### src/rtl/dac_stream_scheduler.sv
// dac_stream_scheduler: paces two buffered sample streams into a DAC driver at a
// programmable sample period, with underrun counting and a minimum ce spacing guard.
module dac_stream_scheduler #(
  parameter int DATA_WIDTH   = 14,
  parameter int PERIOD_WIDTH = 16,
  parameter int MIN_PERIOD   = 128
) (
  input  logic                    clk,
  input  logic                    resetN,
  input  logic                    enable,
  input  logic [PERIOD_WIDTH-1:0] period,
  input  logic                    validA,
  input  logic [DATA_WIDTH-1:0]   dataInA,
  output logic                    readyA,
  input  logic                    validB,
  input  logic [DATA_WIDTH-1:0]   dataInB,
  output logic                    readyB,
  output logic                    ce,
  output logic [DATA_WIDTH-1:0]   dataA,
  output logic [DATA_WIDTH-1:0]   dataB,
  output logic [7:0]              underrunA,
  output logic [7:0]              underrunB,
  input  logic                    clrUnderrun
);
  localparam int GW = $clog2(MIN_PERIOD + 1);
  localparam logic [PERIOD_WIDTH-1:0] MINP = PERIOD_WIDTH'(MIN_PERIOD);
  localparam logic [GW-1:0] GUARD_LD = GW'(MIN_PERIOD - 1);
  typedef enum logic {IDLE, RUN} state_t;
  state_t state_q, state_d;
  logic [PERIOD_WIDTH-1:0] cnt_q, cnt_d, eff_q, eff_d;
  logic [GW-1:0] guard_q, guard_d;
  logic full_a_q, full_a_d, full_b_q, full_b_d, ce_q, ce_d;
  logic [DATA_WIDTH-1:0] buf_a_q, buf_a_d, buf_b_q, buf_b_d;
  logic [DATA_WIDTH-1:0] data_a_q, data_a_d, data_b_q, data_b_d;
  logic [7:0] und_a_q, und_a_d, und_b_q, und_b_d;
  logic run, live, wrap, tick, ld_a, ld_b;
  always_comb begin
    run      = state_q == RUN;
    live     = run && enable;
    readyA   = run && !full_a_q;
    readyB   = run && !full_b_q;
    ld_a     = validA && readyA;
    ld_b     = validB && readyB;
    // period is only looked at on count 0; the rest of the period uses the latched value
    eff_d    = cnt_q == '0 ? (period < MINP ? MINP : period) : eff_q;
    wrap     = live && cnt_q == eff_d - 1'b1;
    tick     = wrap && guard_q == '0;
    state_d  = enable ? RUN : IDLE;
    cnt_d    = live && !wrap ? cnt_q + 1'b1 : '0;
    guard_d  = tick ? GUARD_LD : (guard_q == '0 ? '0 : guard_q - 1'b1);
    full_a_d = live && (ld_a || (full_a_q && !tick));
    full_b_d = live && (ld_b || (full_b_q && !tick));
    buf_a_d  = ld_a ? dataInA : buf_a_q;
    buf_b_d  = ld_b ? dataInB : buf_b_q;
    data_a_d = tick && full_a_q ? buf_a_q : data_a_q;
    data_b_d = tick && full_b_q ? buf_b_q : data_b_q;
    und_a_d  = clrUnderrun ? '0 : (tick && !full_a_q && und_a_q != 8'hFF) ? und_a_q + 8'd1 : und_a_q;
    und_b_d  = clrUnderrun ? '0 : (tick && !full_b_q && und_b_q != 8'hFF) ? und_b_q + 8'd1 : und_b_q;
    ce_d     = tick;
  end
  always_ff @(posedge clk or negedge resetN) begin
    if (!resetN) begin
      state_q  <= IDLE;
      cnt_q    <= '0;
      eff_q    <= MINP;
      guard_q  <= '0;
      full_a_q <= 1'b0;
      full_b_q <= 1'b0;
      buf_a_q  <= '0;
      buf_b_q  <= '0;
      data_a_q <= '0;
      data_b_q <= '0;
      und_a_q  <= '0;
      und_b_q  <= '0;
      ce_q     <= 1'b0;
    end else begin
      state_q  <= state_d;
      cnt_q    <= cnt_d;
      eff_q    <= eff_d;
      guard_q  <= guard_d;
      full_a_q <= full_a_d;
      full_b_q <= full_b_d;
      buf_a_q  <= buf_a_d;
      buf_b_q  <= buf_b_d;
      data_a_q <= data_a_d;
      data_b_q <= data_b_d;
      und_a_q  <= und_a_d;
      und_b_q  <= und_b_d;
      ce_q     <= ce_d;
    end
  end
  assign ce        = ce_q;
  assign dataA     = data_a_q;
  assign dataB     = data_b_q;
  assign underrunA = und_a_q;
  assign underrunB = und_b_q;
endmodule

### config.mk
export PLATFORM = sky130hd
export DESIGN_NAME = dac_stream_scheduler
export DESIGN_NICKNAME = d
export VERILOG_FILES = /design/src/rtl/dac_stream_scheduler.sv
export SDC_FILE = /design/constraint.sdc
export NUM_CORES = 1
export LEC_CHECK = 0
export CAP_MARGIN = 0
export CORE_MARGIN = 1.5
export CORE_UTILIZATION = 45
export CTS_CLUSTER_DIAMETER = 40
export DETAILED_ROUTE_END_ITERATION = 16
export PLACE_DENSITY = 0.77
export SLEW_MARGIN = 5
export SYNTH_ARGS = -nofsm -noshare
export SYNTH_HDL_FRONTEND = slang
export SYNTH_SLANG_ARGS = --single-unit
export TNS_END_PERCENT = 5
### constraint.sdc
create_clock -name clk -period 4.4 [get_ports clk]
set_input_delay 1.32 -clock clk [delete_from_list [all_inputs] [get_ports clk]]
set_output_delay 1.32 -clock clk [all_outputs]
set_load 0.1 [all_outputs]
Yosys cells after proc, flatten, opt, wreduce, memory -nomap -nowiden --
Index checks and enable logic that the tools add are counted.
Storage, ports and cells: bits in registers 116, input port bits 50, output and inout bits 47
Cells by class: add/sub/neg operators 5, $lt $le $gt $ge 1, eq/ne operators 3, mux-type cells 10, reduce and logical (&&, ||, !) cells 28
Operators by type and width (number):
- 16-bit two-way mux | 3
- 8-bit two-way mux | 6
- 1-bit logical AND | 18
- 16-bit by 1-bit adder with 16-bit output, second input constant | 1
- 8-bit by 1-bit adder with 8-bit output, second input constant | 2
- 16-bit == test | 1
- 16-bit logical NOT | 1
- 16-bit by 8-bit < comparator with 1-bit output, second input constant | 1
- 8-bit != test, second input constant | 2
- 16-bit by 1-bit subtractor with 16-bit output, second input constant | 1
- 8-bit logical NOT | 1
- 8-bit by 1-bit subtractor with 8-bit output, second input constant | 1
- 1-bit logical NOT | 4
- 2-bit nonzero test | 2
- 1-bit logical OR | 2
- 1-bit two-way mux | 1

Longest topological paths before layout --
depth after elaboration 11, gate-level depth with buffers 18

Least setup slack after synthesis --
OpenSTA, ideal clock, no wires.
path kind in2reg, start point input port period[7], end point register data_a_q[0], in the netlist dataA[0], arrival 4.774 ns, slack -0.500 ns, cell stages on the path 17, cell sequence or4_1 > clkbuf_1 > nor3_1 > nor2_1 > a22oi_1 > ha_1 > xnor2_1 > xnor2_1 > o31ai_1 > nand4_1 > nor4_2 > and4_1 > buf_4 > and3_1 > buf_4 > buf_12 > mux2_4
Between the ends: longest elaborated chain between the ends 8
RTL lines:
- start, declared | line 11 | input logic [PERIOD_WIDTH-1:0] period,
- 16-bit by 8-bit < comparator with 1-bit output | line 45 | eff_d = cnt_q == '0 ? (period < MINP ? MINP : period) : eff_q;
- 16-bit two-way mux * (2 in series) | line 45
- 16-bit by 1-bit subtractor with 16-bit output * | line 46 | wrap = live && cnt_q == eff_d - 1'b1;
- 16-bit == test * | line 46
- 1-bit logical AND * | line 46
- 1-bit logical AND * | line 47 | tick = wrap && guard_q == '0;
- 1-bit logical AND * | line 55 | data_a_d = tick && full_a_q ? buf_a_q : data_a_q;
- end signal, assigned | line 85 | data_a_q <= data_a_d;
- end, declared | line 34 | logic [DATA_WIDTH-1:0] data_a_q, data_a_d, data_b_q, data_b_d;
Every way passes the cells marked *; elsewhere a longest branch is shown, timed or not. A chain may end at the register's enable or synchronous reset.

Worst setup path after layout --
start point input port period[8], end point register data_b_q[1], in the netlist dataB[1]
Between the ends: longest elaborated chain between the ends 8
RTL lines:
- 16-bit by 8-bit < comparator with 1-bit output | line 45
- 16-bit two-way mux * (2 in series) | line 45
- 16-bit by 1-bit subtractor with 16-bit output * | line 46
- 16-bit == test * | line 46
- 1-bit logical AND * | line 46
- 1-bit logical AND * | line 47
- 1-bit logical AND * | line 56 | data_b_d = tick && full_b_q ? buf_b_q : data_b_q;
- end signal, assigned | line 86 | data_b_q <= data_b_d;
- end, declared | line 34
Marks and branches as above.

==> reports/metrics.yaml <==
num_rows: 42
grt_pass1_vias: 5096
root_buffer: "clkbuf_16"
n_antenna_cell: 0
crit_top_cell: "buf_4"
hold_class: "register to register"
drtIter0Drc: 434
swShare_pct: 25.6
postRouteAntennaNets: 0
p_clk_share_pct: 47.0
ios: 97
final_cell_area_sq_mm: 0.00823
cts_buffers: 17
die_w_um: 119
synthCells: 559
core-area_sq_mm: 0.0131
end_kind: "register"
syn_area_sq_mm: 0.00603
p_leak_nw: 3.52
fin_skew_ns: 0.00670
cts.sinks: 116
cp.arrival_ns: 4.67
timing.slew.headroom_pct: 31.8
worstSetupStartpointType: "input port"
grt_pass1_wl_mm: 25.3
port_buffers: 96
clkTransAtPathRegs_ns: 0.06
yosys.area.top_type: "dfrtp_1"
peakVddDrop_mv: 0.214
initial_core_util_pct: 45.9
final_nets: 763
p_comb_share_pct: 11.5
synth_nets: 616
wl_per_cell_um: 17.0
crit_type: "input port to register"
antenna_found_initial: 0
clockBufferDepth: 2
finish.utilization_pct: 62.7
ys_warn_count: 0
fin_crit_sh_pct: 99.3
drive_above_1_share_pct: 26.7
finalCriticalPeriod_ns: 4.37
clock.fmax_mhz: 229
worstPathRequired_ns: 4.70
p_sw_w: 0.000725
wirelength_mm: 15.2
synth-seq-area-share_pct: 48.2
post_synth.cell_area_avg_sq_um: 10.8
cts-htree-levels: 4
ys.flop_type: "dfrtp_1"
rsz0062_at_grt: "yes"
synth.top_cell.area_share_pct: 47.7
synth_commonest_cells: "dfrtp_1, nor2_1, nand2_1"
max_cap_viol_count: 0
cts_hold_buf: 0
ys_ff_latch: 116
place_area_sq_mm: 0.00748
cp_cell_sequence: "buf_8 -> or4_4 -> nor3_4 -> nor2_4 -> a22oi_2 -> ha_2 -> buf_4 -> buf_4 -> o21ai_1 -> a211oi_1 -> mux2i_1 -> nor3_1 -> and4_4 -> and3_4 -> buf_12 -> mux2_4"
first_pass_iters: 5
setup_viol: 0
yosys.cell_count.top_type: "dfrtp_1"
dp_hpwl_mm: 10.5
grt_use_total_pct: 22.8
drc: 0
die_y_um: 119
synth_edf_count: 0
clk_latency_ns: 0.42
area_growth_pct: 36.5
status: "completed"
die_area_sq_mm: 0.0141
viasPerCell: 5.48
cp_slowest_stage_delay_ns: 0.56
overflow: 0
fillCellCount: 997
synthArstFlopShare_pct: 100
crit_slowest_cell: "or4_4"
hold_viol: 0
worst_pin_slew_ns: 1.02
synth_area_leaders: "dfrtp_1, mux2_2, mux2_4"
sequentialPowerShare_pct: 41.5
pwr_density_cell_mw_per_mm2: 344
maxSlewViolCount: 0
vias: 4905
cellInternalPower_w: 0.00211
cts_tree: "done"
place.gp.congestion: 0.899
yosysUniqueCellTypes: 58
cp_max_fo: 7
grt_max_degree: 70
## timing repair
action,in CTS,in global routing
resized for setup,47,13
gates cloned,2,0
pin swaps,12,16
endpoints found under the setup margin,44,44
setup buffers,7,2
## stage by stage
stage	instances	hold WS [ns]	worst slack [ns]	total power (W)	setup TNS, ns
after detailed placement	852	0.474	-0.760	0.00151	-32.87
final	895	0.499	0.0308	0.00283	0
after global placement	852	0.463	-0.637	0.00149	-26.03
after CTS	893	0.501	-0.000394	0.00284	-0.000394
after floorplan	559	0.459	-0.208	0.00135	-4.87
after global routing	895	0.515	-0.0611	0.00293	-1.38
## kinds of logic after synthesis
kind of cell	count (synthesis)	synth area share, %
AOI/OAI and AO/OA	85	9.27
xor gates and xnor gates	44	6.39
adders and majority gates	7	1.45
buffers and inverters	48	3.86
DFF	116	48.2
muxes	65	13.3
and+or+nand+nor	194	17.6
## power by group through the flow
stage	logic, W	clock network (W)	registers (W)
after floorplan	0.000174	0	0.00118
after global placement	0.000304	0	0.00119
after detailed placement	0.000315	0	0.00119
after CTS	0.000319	0.00135	0.00117
after global routing	0.000354	0.00139	0.00118
final	0.000325	0.00133	0.00118
## state kept, by name, indices dropped and copies added (netlist names)
signal and flops:
buf_a_q 14, buf_b_q 14, full_b_q 1, dataA 14, dataB 14, eff_q 16, full_a_q 1, run 1
underrunA 8, ce 1, underrunB 8, guard_q 8, cnt_q 16
## final cells by class
class / instances / area (sq um) / area share, %
clock buffer: 19 / 453 / 5.50
clock inverter: 13 / 124 / 1.50
inverter: 23 / 86.3 / 1.05
multi-input combinational: 396 / 3030 / 36.8
sequential: 116 / 2900 / 35.3
tap: 176 / 220 / 2.67
timing repair buffer: 152 / 1420 / 17.2
## routing by layer
| layer | vias up | part of all wire (%) | track usage, % |
|---|---|---|---|
| met5 | - | 0 | 0 |
| met4 | 0 | 2.7 | 10.0 |
| met3 | 37 | 4.3 | 5.31 |
| met2 | 139 | 50 | 38.1 |
| met1 | 2419 | 43 | 28.3 |
| li1 | 2310 | - | - |
## layout by cell type (no fill, tap or decap), types with 5 or more instances in the layout
master and n:
inv_1 23, nand2_1 37, nor2_1 40, mux2_4 28, a31o_2 7, nor2b_1 5, nand4_1 8, dfrtp_1 115
mux2_2 32, xor2_1 19, xnor2_1 24, clkbuf_16 17, and3_1 10, buf_4 51, or3_1 10, nor4_1 10
clkdlybuf4s50_1 87, a21oi_1 22, or4_1 8, nor3_1 12, nand3_1 17, o21ai_0 20, nand2b_1 7, ha_1 6
## worst paths after layout
| kind | slack [ns] | startpoint | cells after the start | to |
|---|---|---|---|---|
| worst min register to register | 0.50 | buf_a_q[11] | 1 | dataA[11] |
| max in group asynchronous | 2.49 | resetN | 2 | buf_a_q[9] |
| worst max register to register | 0.28 | cnt_q[0] | 16 | dataB[1] |
| worst min-delay path | 0.50 | buf_a_q[11] | 1 | dataA[11] |
| min in group asynchronous | 1.02 | resetN | 1 | dataA[11] |
| worst max-delay path | 0.03 | period[8] | 16 | dataB[1] |
## critical path: cells and delay by family
| kind | cells | cell delay [ns] |
|---|---|---|
| AOI/OAI and AO/OA | 3 | 0.46 |
| and+or+nand+nor | 6 | 1.66 |
| muxes | 2 | 0.49 |
| buffers and inverters | 4 | 0.49 |
| adders and majority gates | 1 | 0.24 |
Note: power is estimated with default switching activity, not from simulation.
